[src/rtl/cache_pkg.sv]
// Shared types and defaults for the cache refill/writeback sequencer.
package cache_pkg;

    localparam int unsigned DEF_ADDR_W     = 32;
    localparam int unsigned DEF_DATA_W     = 32;
    localparam int unsigned DEF_LINE_WORDS = 4;
    localparam int unsigned WORD_BYTES     = 4;

    // Sequencer states
    typedef enum logic [1:0] {
        IDLE = 2'd0,
        WB   = 2'd1,
        RD   = 2'd2,
        DONE = 2'd3
    } state_e;

    // Which cache owns the in-flight transaction
    typedef enum logic {
        OWN_I = 1'b0,
        OWN_D = 1'b1
    } owner_e;

endpackage

[src/rtl/cache_refill_arbiter.sv]
// Arbitrates I/D cache misses onto one memory port: optional dirty writeback,
// then line refill, then a one-cycle done pulse. D-cache wins ties.
module cache_refill_arbiter
    import cache_pkg::*;
#(
    parameter int unsigned ADDR_W     = DEF_ADDR_W,
    parameter int unsigned DATA_W     = DEF_DATA_W,
    parameter int unsigned LINE_WORDS = DEF_LINE_WORDS
) (
    input  logic                          clk,
    input  logic                          CpuRst,
    input  logic                          ic_miss,
    input  logic [ADDR_W-1:0]             ic_addr,
    input  logic                          dc_miss,
    input  logic [ADDR_W-1:0]             dc_addr,
    input  logic                          dc_dirty,
    input  logic [ADDR_W-1:0]             dc_wb_addr,
    input  logic [DATA_W-1:0]             dc_wb_data,
    output logic [$clog2(LINE_WORDS)-1:0] wb_idx,
    output logic                          mem_req,
    output logic                          mem_we,
    output logic [ADDR_W-1:0]             mem_addr,
    output logic [DATA_W-1:0]             mem_wdata,
    input  logic                          mem_ack,
    input  logic [DATA_W-1:0]             mem_rdata,
    output logic                          refill_we,
    output logic                          refill_sel,
    output logic [$clog2(LINE_WORDS)-1:0] refill_idx,
    output logic [DATA_W-1:0]             refill_data,
    output logic                          ic_done,
    output logic                          dc_done,
    output logic                          ICacheMiss,
    output logic                          DCacheMiss
);

    localparam int unsigned IDX_W = $clog2(LINE_WORDS);
    localparam logic [IDX_W-1:0] LAST_BEAT = IDX_W'(LINE_WORDS - 1);

    state_e             state, state_nxt;
    owner_e             owner, owner_nxt;
    logic [IDX_W-1:0]   cnt, cnt_nxt;
    logic [ADDR_W-1:0]  base, base_nxt;
    logic [ADDR_W-1:0]  beat_off;

    // Byte offset of the current beat within the line (wraps modulo 2^ADDR_W)
    assign beat_off = ADDR_W'(cnt) * ADDR_W'(WORD_BYTES);

    // State, owner, beat counter and latched refill base
    always_ff @(posedge clk) begin
        if (CpuRst) begin
            state <= IDLE;
            owner <= OWN_I;
            cnt   <= '0;
            base  <= '0;
        end else begin
            state <= state_nxt;
            owner <= owner_nxt;
            cnt   <= cnt_nxt;
            base  <= base_nxt;
        end
    end

    // Next-state and memory/refill/done decode
    always_comb begin
        state_nxt   = state;
        owner_nxt   = owner;
        cnt_nxt     = cnt;
        base_nxt    = base;
        mem_req     = 1'b0;
        mem_we      = 1'b0;
        mem_addr    = '0;
        mem_wdata   = '0;
        wb_idx      = '0;
        refill_we   = 1'b0;
        refill_sel  = 1'b0;
        refill_idx  = '0;
        refill_data = '0;
        ic_done     = 1'b0;
        dc_done     = 1'b0;

        case (state)
            IDLE: begin
                cnt_nxt = '0;
                if (dc_miss) begin
                    owner_nxt = OWN_D;
                    base_nxt  = dc_addr;
                    state_nxt = dc_dirty ? WB : RD;
                end else if (ic_miss) begin
                    owner_nxt = OWN_I;
                    base_nxt  = ic_addr;
                    state_nxt = RD;
                end
            end
            WB: begin
                mem_req   = 1'b1;
                mem_we    = 1'b1;
                mem_addr  = dc_wb_addr + beat_off;
                mem_wdata = dc_wb_data;
                wb_idx    = cnt;
                if (mem_ack) begin
                    cnt_nxt = cnt + IDX_W'(1);
                    if (cnt == LAST_BEAT) begin
                        state_nxt = RD;
                    end
                end
            end
            RD: begin
                mem_req  = 1'b1;
                mem_addr = base + beat_off;
                if (mem_ack) begin
                    refill_we   = 1'b1;
                    refill_sel  = owner;
                    refill_idx  = cnt;
                    refill_data = mem_rdata;
                    cnt_nxt     = cnt + IDX_W'(1);
                    if (cnt == LAST_BEAT) begin
                        state_nxt = DONE;
                    end
                end
            end
            DONE: begin
                ic_done   = (owner == OWN_I);
                dc_done   = (owner == OWN_D);
                state_nxt = IDLE;
            end
            default: begin
                state_nxt = IDLE;
            end
        endcase
    end

    // Pipeline stall requests released on the completion pulse
    assign ICacheMiss = ic_miss & ~ic_done;
    assign DCacheMiss = dc_miss & ~dc_done;

endmodule

[config.mk]
export PLATFORM = sky130hd
export DESIGN_NAME = cache_refill_arbiter
export DESIGN_NICKNAME = d
export VERILOG_FILES = /design/src/rtl/cache_pkg.sv /design/src/rtl/cache_refill_arbiter.sv
export SDC_FILE = /design/constraint.sdc
export NUM_CORES = 1
export LEC_CHECK = 0
export ABC_AREA = 1
export BUFFER_PORTS_ARGS = -buffer_cell sky130_fd_sc_hd__buf_2
export CAP_MARGIN = 25
export CORE_ASPECT_RATIO = 0.75
export CORE_UTILIZATION = 40
export CTS_BUF_LIST = sky130_fd_sc_hd__clkbuf_8
export CTS_CLUSTER_DIAMETER = 200
export DETAILED_ROUTE_END_ITERATION = 8
export PLACE_DENSITY = 0.84
export SLEW_MARGIN = 20
export SYNTH_ARGS = -nofsm -noshare
export SYNTH_HDL_FRONTEND = slang
export SYNTH_SLANG_ARGS = --single-unit
[constraint.sdc]
create_clock -name clk -period 3.3 [get_ports clk]
set_input_delay 0.66 -clock clk [delete_from_list [all_inputs] [get_ports clk]]
set_output_delay 0.66 -clock clk [all_outputs]
set_load 0.01 [all_outputs]
[After elaboration in Yosys (flattened, before gate mapping)]
Cells that the tools add are included.
W data, S select, Z words.
Cells by class
  muxes and demuxes: 29
  add/sub/neg operators: 3
  bitwise logic cells: 5
  equal/unequal tests: 10
  reduce and logical (&&, ||, !) cells: 7
Operators by type and width (count)
  $mux W32: 5
  $add A32 B4 Y32: 2
  $pmux W32 S2: 1
  $mux W2: 11
  $mux W1: 10
  $ne A2 B2 Y1 const B: 4
  $pmux W2 S4: 1
  $eq A2 B2 Y1 const B: 3
  $reduce_and A5 Y1: 1
  $pmux W2 S2: 1
  $reduce_and A2 Y1: 2
  $reduce_bool A2 Y1: 2
  $ne A3 B3 Y1 const B: 1
  $not A1 Y1: 3
  $add A2 B1 Y2 const B: 1
  $and A1 B1 Y1: 2
  $eq A2 B1 Y1 const B: 1
  $logic_not A2 Y1: 1
  $ne A2 B1 Y1 const B: 1
  $reduce_or A2 Y1: 1
Word-level totals
  logic and storage cells: 58
  flip-flop bits (word level): 37

[Longest topological paths before layout]
Gate-level depths: netlist (run 1).
  word-level depth: 4
  depth in mapped cells: 19
  gate-level depth less buffers: 16

[Worst setup path before layout (run 1)]
Ideal clock, no wire load.
  kind: register to output
  start point: register state[0]
  end point: output port mem_addr[20]
  path buffers: 4
  stages on the path, launching flop included: 17
  path slack: -108 ps
  data arrival time: 2748 ps
  cell sequence: dfxtp_1 inv_1 ha_1 buf_6 buf_6 buf_2 buf_4 o21ai_0 inv_1 fa_1 inv_1 nand3_1 nor2_2 nand4_1 nand2_1 nand2_1 nor2_1
On the way
  cells in the longest elaborated chain, start to end: 2
RTL lines
  from (decl): RTL line cache_refill_arbiter.sv:39  | state_e state, state_nxt;
  from (signal assigned): RTL line cache_refill_arbiter.sv:56  | state <= state_nxt;
  $eq A2 B2 Y1 or $eq A2 B1 Y1 (tied branches): RTL line cache_refill_arbiter.sv:81  | case (state)
  $pmux W32 S2 (*): RTL line cache_refill_arbiter.sv:81
  to (decl): RTL line cache_refill_arbiter.sv:22  | output logic [ADDR_W-1:0] mem_addr,
Mark *: on every way between the ends. The rest lies on a longest branch, timed or not.

[Worst setup path in the final report (run 1)]
  start point: register state[0]
  end point: output port mem_addr[24]
The elaborated chain is that of the path after synthesis.

==> results of run 1 <==
## power groups by stage
stage	registers, mW	clock network [mW]	logic [mW]
floorplan	0.677	0	1.81
global placement	0.716	0	2.42
detailed placement	0.719	0	2.45
CTS	0.716	0.341	2.48
global route	0.742	0.359	2.89
finish	0.727	0.327	2.58
## sequential cells by signal, summed over array words and instances, names as in the netlist
signal	cells
cnt	2
base	32
state	2
owner	1
## area by class of cell
class                           instances  area (µm²)
Tap cell                              132         165
Sequential cell                        37         746
Fill cell                            1010        4050
Multi-Input combinational cell        571        2740
Clock inverter                          3        21.3
Timing Repair Buffer                  287        1480
Inverter                              140         536
Clock buffer                            5        68.8
## metal layers
metal	part of all wire (%)	global-route usage, %	up-vias
li1	-	-	2889
met1	48	39.4	2349
met5	0	0	-
met4	1.0	4.22	0
met2	43	40.1	251
met3	8.3	4.06	13
## worst max path at each step
stage	end	slack (ps)	cells after the start
after floorplan	mem_addr[20]	20	18
after global placement	mem_addr[20]	160	13
after detailed placement	mem_addr[24]	80	14
after CTS	mem_addr[24]	20	15
after global routing	mem_addr[20]	-110	16
final	mem_addr[24]	60	13
## cells by family (layout without fill, tap and decap cells)
kind of cell / after synthesis / in the layout / synth area share (%)
adder cells (fa/ha/maj): 9 / 9 / 2.92
multiplexers: 1 / 1 / 0.244
buffers and inverters: 175 / 435 / 18.1
flip-flops: 37 / 37 / 18.0
AND/OR/NAND/NOR: 447 / 447 / 45.1
AO/OA/AOI/OAI: 114 / 114 / 15.6
## worst max-delay path, stage by stage, from the launching register on
cell and delay, ps:
dfxtp_4 380, inv_4 50, ha_4 180, buf_4 160, o21ai_4 140, inv_2 50
fa_2 380, inv_2 100, nand3_4 80, nor2_4 140, nand4_1 210, nor3_2 220
nor2_1 70, buf_2 140
## synthesized netlist by cell type (all sizes together)
cell,number
and2,1
o31ai,1
clkbuf,19
inv,140
fa,1
a2bb2oi,1
a211oi,3
nand3,9
dfxtp,37
nor3,4
nand4,4
mux2i,1
o21a,1
o21ai,53
buf,16
nor2,118
nand3b,1
a31oi,33
a21oi,22
nand2,310
ha,8
## timing repair
| item | CTS | global route |
|---|---|---|
| buffers inserted | 1 | 5 |
| pin swaps | 3 | 10 |
| setup endpoints to repair | 16 | 22 |
| resized for setup | 9 | 21 |
==> flow_summary.yaml, run 1 <==
layout:
  final_cell_mix: "nand2_1, buf_2, inv_1, nor2_1, o21ai_0"
  antenna_cells: 0
  post-route-cell-area_um2: 5760
  syn_to_final_growth_pct: 40.2
  nets: 1217
  mostFrequentLayoutCell: "nand2_1"
  layout-drive-gt1-share_pct: 35.5
  stdcell_count: 1175
  final_core_util_pct: 58.7
power_and_ir_drop:
  p_int_mw: 1.63
  p_sw_share_pct: 55.0
  totalPowerFinal_mw: 3.63
  p_clk_share_pct: 9.0
  irDropWorstVdd_v: 0.000260
  p_leak_nw: 3.57
  p_switching_mw: 2.00
  power_density_nw_per_um2: 631
  pwr-share-comb_pct: 71.0
  pwr-share-seq_pct: 20.0
min_path:
  worst_hold_path_type: "reg -> reg"
  min_path_cells: 2
  hp-start: "cnt[1]"
  holdPathEnd: "cnt[1]"
grt:
  grt_use_total_pct: 26.4
  overflow: 0
  grt_first_pass_wirelength_um: 22800
  grt_max_degree: 66
  antenna_found_initial: 0
  grt_pass1_vias: 4718
timing:
  fin_ws_ps: 64.0
  finalCriticalPeriod_ps: 3240
  finalSetupViolations: 0
  final.setup.tns_ps: 0
  fin_crit_sh_pct: 98.1
  clock_skew_ps: 6.86
  rsz0062_at_grt: "true"
  hold_ws_ps: 544
  clock.fmax_ghz: 0.309
  worst_pin_slew_ps: 853
  drv_slew: 0
  relSlewSlack_pct: 43.1
  hold_violations: 0
detailed_routing:
  routed_via_density: 4.68
  firstDrtPassIters: 6
  vias: 5502
  wl_per_cell_um: 12.5
  drcViolationCount: 0
  ant_nets: 0
  drt_wl_total_um: 14600
  drtIter0Drc: 494
clock_tree:
  cts_tree: "done"
  path_clk_slew_ps: 80
  h-tree-depth: 2
  numCtsBuffers: 5
  root_buffer: "clkbuf_8"
  cts_buffer_depth: 2
  clk_latency_ps: 300
  cts.sinks: 37
  ctsHoldBuffers: 0
logic_synthesis:
  synth.avg_cell_area_um2: 5.25
  syn_nets: 958
  yosys.area.top_type: "nand2_1"
  synthCells: 783
  synth_seq_cells: 37
  synth_top_area_share_pct: 25.4
  synth.distinct_cells: 32
  syn-cell-area_um2: 4110
  synthTopCellsByArea: "nand2_1, dfxtp_1, inv_1"
  yosys_warnings: 0
  seq_area_frac_synth_pct: 18.0
worst_setup_path:
  criticalPathCategory: "reg -> out"
  r2r-start: "state[1]"
  rrSetupSlack_ps: 1480
  setup.worst_path.start_class: "flop"
  cp_max_fo: 5
  r2r_end: "base[14]"
  r2r_cells: 7
  arrival_ps: 2580
  cp-end-kind: "primary output"
  crit_start: "state[0]"
  cp.required_ps: 2640
placed_design:
  hpwl_um: 11700
  dp.cells: 1161
  dpl_cell_area_um2: 5510
  gp_routability_congestion: 0.969
  portBuffers: 273
  dpl_worst_slack_ps: 80.9
floorplanning:
  die_h_um: 89.8
  die_x_um: 119
  die-area_um2: 10700
  core-area_um2: 9810
  ioPinCount: 274
  start_util_pct: 41.9
  core.rowCount: 31
run_status:
  status: "finished clean"
run:
  max_cap_violations: 0
No activity file was read; power rests on OpenSTA's default activity.
==> run 2, diff against run 1 <==
--- a/config.mk
+++ b/config.mk
@@ -8,12 +8,12 @@
 export ABC_AREA = 1
 export BUFFER_PORTS_ARGS = -buffer_cell sky130_fd_sc_hd__buf_2
 export CAP_MARGIN = 25
-export CORE_ASPECT_RATIO = 0.75
-export CORE_UTILIZATION = 40
+export CORE_AREA = 2 2 106 108
 export CTS_BUF_LIST = sky130_fd_sc_hd__clkbuf_8
 export CTS_CLUSTER_DIAMETER = 200
 export DETAILED_ROUTE_END_ITERATION = 8
-export PLACE_DENSITY = 0.84
+export DIE_AREA = 0 0 108 110
+export PLACE_DENSITY = 0.78
 export SLEW_MARGIN = 20
 export SYNTH_ARGS = -nofsm -noshare
 export SYNTH_HDL_FRONTEND = slang
==> constraint.sdc (replaced) <==
create_clock -name clk -period 3.71 [get_ports clk]
set_input_delay 0.742 -clock clk [delete_from_list [all_inputs] [get_ports clk]]
set_output_delay 0.742 -clock clk [all_outputs]
set_load 0.01 [all_outputs]
==> flow_summary.yaml, run 2 (same netlist as run 1, synthesis figures left out) <==
clock_tree:
  clk_latency_ps: 300
  cts_buffer_depth: 2
  numCtsBuffers: 5
  root_buffer: "clkbuf_8"
  path_clk_slew_ps: 80
  ctsHoldBuffers: 0
  h-tree-depth: 2
  cts_tree: "done"
  cts.sinks: 37
detailed_routing:
  drtIter0Drc: 406
  vias: 5452
  wl_per_cell_um: 12.6
  routed_via_density: 4.62
  drcViolationCount: 0
  ant_nets: 0
  drt_wl_total_um: 14800
  firstDrtPassIters: 6
run:
  max_cap_violations: 0
timing:
  hold_violations: 0
  fin_crit_sh_pct: 93.9
  relSlewSlack_pct: 42.8
  fin_ws_ps: 226
  worst_pin_slew_ps: 858
  drv_slew: 0
  finalSetupViolations: 0
  clock_skew_ps: 16.3
  final.setup.tns_ps: 0
  clock.fmax_ghz: 0.287
  rsz0062_at_grt: "false"
  finalCriticalPeriod_ps: 3480
grt:
  grt_max_degree: 42
  grt_pass1_vias: 4712
  overflow: 0
  grt_first_pass_wirelength_um: 22700
  grtUsageMet2_pct: 41.5
  top_usage_layer: "met2"
  antenna_found_initial: 0
  use_met3_pct: 2.35
  met1_usage_pct: 32.7
  grt_use_total_pct: 23.9
worst_setup_path:
  cp_slowest_cell: "fa_1"
  crit_top_cell: "nand2_1"
  cp-end-kind: "primary output"
  criticalPathCategory: "reg -> out"
  worst_path_largest_cell_delay_ps: 430
  worstPathCellList: "ha_4 > nand2_1 > nand2_1 > ha_1 > inv_1 > fa_1 > inv_1 > nand3_1 > nor2_4 > nand4_1 > nand2_1 > nand2_1 > nor2_1 > buf_2"
  cp_max_fo: 8
  cp.required_ps: 2970
  setup.worst_path.start_class: "flop"
  arrival_ps: 2740
floorplanning:
  core.rowCount: 38
  ioPinCount: 274
  die-area_um2: 11900
  die_x_um: 108
  start_util_pct: 38.4
  core-area_um2: 10700
  die_h_um: 110
power_and_ir_drop:
  irDropWorstVdd_v: 0.000300
  power_density_nw_per_um2: 578
  p_leak_nw: 3.57
placed_design:
  hpwl_um: 12100
  portBuffers: 273
  gp_routability_congestion: 0.945
  dpl_worst_slack_ps: 203
layout:
  largest_register_ffs: 32
  antenna_cells: 0
  final_cell_mix: "nand2_1, buf_2, inv_1, nor2_1, o21ai_0"
  mostFrequentLayoutCell: "nand2_1"
  regMostFlops: "base"
  largest_registers: "base x32, cnt x2, state x2"
  syn_to_final_growth_pct: 38.7
  nets: 1213
  layout-drive-gt1-share_pct: 34.0
  fillers: 1135
min_path:
  worst_hold_path_type: "reg -> reg"
run_status:
  status: "finished clean"
[run 2: repair_timing]
| item | in CTS | in global routing |
|---|---|---|
| endpoints found under the setup margin | 3 | 19 |
| buffers inserted | 0 | 3 |
| endpoints found under the hold margin | 0 | 0 |
| gates resized for setup | 1 | 8 |
| gates cloned | 0 | 0 |
| pin swaps | 0 | 2 |
[run 2: routing by layer]
metal | up-vias | part of all wire [%]
li1 | 2881 | -
met1 | 2344 | 45
met2 | 219 | 47
met3 | 8 | 7.1
met4 | 0 | 0.86
met5 | - | 0
[run 2: worst paths after layout]
| path | from | endpoint | slack [ps] | depth (start not counted) |
|---|---|---|---|---|
| min | state[0] | state[0] | 530 | 2 |
| max | state[1] | mem_addr[20] | 230 | 14 |
| min reg2reg | state[0] | state[0] | 530 | 2 |
| max reg2reg | state[1] | base[23] | 1580 | 7 |
[run 2: layout make-up]
type | count | area (µm²) | share of cell area [%]
multi-input cells | 571 | 2670 | 46.8
repair buffers | 283 | 1450 | 25.4
flip-flops and latches | 37 | 742 | 13.0
inverters | 140 | 533 | 9.35
well taps | 140 | 175 | 3.07
clock buffers | 5 | 68.8 | 1.21
clock inverters | 3 | 68.8 | 1.21
[run 2: per-stage QoR]
stage                     utilization, %  cell area [µm²]  total power, mW  hold WS (ps)  cells
after floorplan                        -             4110             2.19           478    783
after global placement              51.5             5510             2.80           522   1168
after detailed placement            51.5             5510             2.82           525   1168
after CTS                           52.8             5640             3.27           536   1176
after global routing                53.3             5700             3.62           577   1179
final                               53.3             5700             3.30           527   1179
[run 2: where the power goes]
group	internal [mW]	switching [mW]	leakage, nW
clock network	0.271	0.164	0.0687
logic	0.754	1.46	3.19
registers	0.535	0.109	0.307
[run 2: worst max-delay path, delay by kind of cell (launching register included)]
family / cells / cell delay, ps
AND/OR/NAND/NOR: 8 / 900
flip-flops: 1 / 420
buffers and inverters: 3 / 300
adder cells (fa/ha/maj): 3 / 840
==> run 3, diff against run 2 <==
==> constraint.sdc (replaced) <==
create_clock -name clk -period 3.71 [get_ports clk]
set_input_delay 0.371 -clock clk [delete_from_list [all_inputs] [get_ports clk]]
set_output_delay 0.371 -clock clk [all_outputs]
set_load 0.01 [all_outputs]
==> flow_summary.yaml, run 3 (same netlist as run 1, synthesis figures left out) <==
detailed_routing:
  ant_nets: 0
  drcViolationCount: 0
  drt_wl_total_um: 14900
  wl_per_cell_um: 12.7
  firstDrtPassIters: 5
  met3WireLength_um: 1120
  routed_via_density: 4.65
  highest_layer: "met4"
  drtIter0Drc: 341
  drt-met1-wl_um: 6700
  wl_met2_um: 6830
  vias: 5464
layout:
  largest_register_ffs: 32
  antenna_cells: 0
  nets: 1210
  final_core_util_pct: 53.0
  largest_registers: "base x32, cnt x2, state x2"
  mostFrequentLayoutCell: "nand2_1"
  syn_to_final_growth_pct: 37.9
  layout-drive-gt1-share_pct: 33.3
  final_cell_mix: "nand2_1, buf_2, inv_1, nor2_1, o21ai_0"
  post-route-cell-area_um2: 5670
  fillers: 1117
  regMostFlops: "base"
worst_setup_path:
  r2r-start: "state[0]"
  cp-end-kind: "primary output"
  criticalPathCategory: "reg -> out"
  rrSetupSlack_ps: 1640
  setup.worst_path.start_class: "flop"
  cp_max_fo: 33
  cp.required_ps: 3340
  arrival_ps: 3000
  r2r_cells: 7
  r2r_end: "base[29]"
clock_tree:
  postCtsSetupBuffers: 0
  cts.sinks: 37
  h-tree-depth: 2
  numCtsBuffers: 5
  root_buffer: "clkbuf_8"
  clk_latency_ps: 290
  path_clk_slew_ps: 80
  cts_tree: "done"
  cts_buffer_depth: 2
timing:
  final.setup.tns_ps: 0
  relSlewSlack_pct: 43.3
  finalCriticalPeriod_ps: 3370
  clock.fmax_ghz: 0.297
  finalSetupViolations: 0
  rsz0062_at_grt: "false"
  hold_violations: 0
  fin_ws_ps: 340
  drv_slew: 0
  clock_skew_ps: 12.0
  fin_crit_sh_pct: 90.8
  worst_pin_slew_ps: 849
power_and_ir_drop:
  p_int_mw: 1.54
  totalPowerFinal_mw: 3.27
  irDropWorstVdd_v: 0.000246
  p_switching_mw: 1.73
  power_density_nw_per_um2: 577
  p_leak_nw: 3.55
  pwr-share-comb_pct: 66.9
  p_sw_share_pct: 52.8
  p_clk_share_pct: 13.3
  pwr-share-seq_pct: 19.8
floorplanning:
  start_util_pct: 38.4
  die_x_um: 108
  die_h_um: 110
  core.rowCount: 38
  ioPinCount: 274
  die-area_um2: 11900
  core-area_um2: 10700
placed_design:
  portBuffers: 273
  gp_routability_congestion: 0.942
  dpl_cell_area_um2: 5510
  dpl_worst_slack_ps: 446
  hpwl_um: 12300
grt:
  grt_use_total_pct: 24.5
  antenna_found_initial: 0
  grt_pass1_vias: 4822
  overflow: 0
  grt_max_degree: 45
  grt_first_pass_wirelength_um: 23300
run:
  max_cap_violations: 0
run_status:
  status: "finished clean"
min_path:
  min_path_cells: 2
  worst_hold_path_type: "in -> reg"
  holdPathEnd: "owner"
  hp-start: "CpuRst"
## run 3: area by class of cell
type / count / area [µm²] / area share [%]
multi-input combinational: 571 / 2650 / 46.8
timing repair buffer: 280 / 1430 / 25.2
sequential: 37 / 741 / 13.1
inverter: 140 / 533 / 9.41
tap: 140 / 175 / 3.09
clock buffer: 5 / 68.8 / 1.21
clock inverter: 3 / 68.8 / 1.21
## run 3: per-stage QoR
stage | hold slack (ps) | cells
after global placement | 521 | 1168
after global routing | 312 | 1176
final | 302 | 1176
after floorplan | 440 | 783
after detailed placement | 533 | 1168
after CTS | 306 | 1176
## run 3: worst max-delay path by stage
stage	start	cells after the start	slack [ps]	endpoint
floorplan	state[0]	16	590	mem_addr[20]
global placement	state[0]	14	580	mem_addr[28]
detailed placement	state[0]	14	450	mem_addr[28]
CTS	state[0]	14	110	mem_addr[28]
global route	state[0]	15	60	mem_addr[28]
finish	state[0]	14	340	mem_addr[28]
## run 3: power by group through the flow
stage	sequential [mW]	clock, mW	combinational, mW
after global routing	0.664	0.456	2.49
after CTS	0.643	0.441	2.17
after global placement	0.649	0	2.14
final	0.647	0.434	2.19
after floorplan	0.602	0	1.59
after detailed placement	0.651	0	2.16
## run 3: what timing repair did
item | 4_1_cts | 5_1_grt
gates resized for setup | 0 | 4
endpoints found under the setup margin | 0 | 7
hold buffers | 0 | 0
## run 3: routing by layer
metal / up-vias / track usage (%)
met1: 2360 / 33.8
met2: 216 / 41.1
met5: - / 0
li1: 2872 / -
met4: 0 / 5.77
met3: 16 / 2.47
## run 3: worst max-delay path, stage by stage, from the launching register on
cell,delay [ps]
dfxtp_1,350
inv_1,150
ha_4,240
buf_8,220
nand2_1,70
o21ai_0,110
inv_1,100
fa_1,470
inv_1,120
nand3_1,150
nor2_4,180
nand4_1,180
nor3_1,190
nor2_1,70
buf_2,140
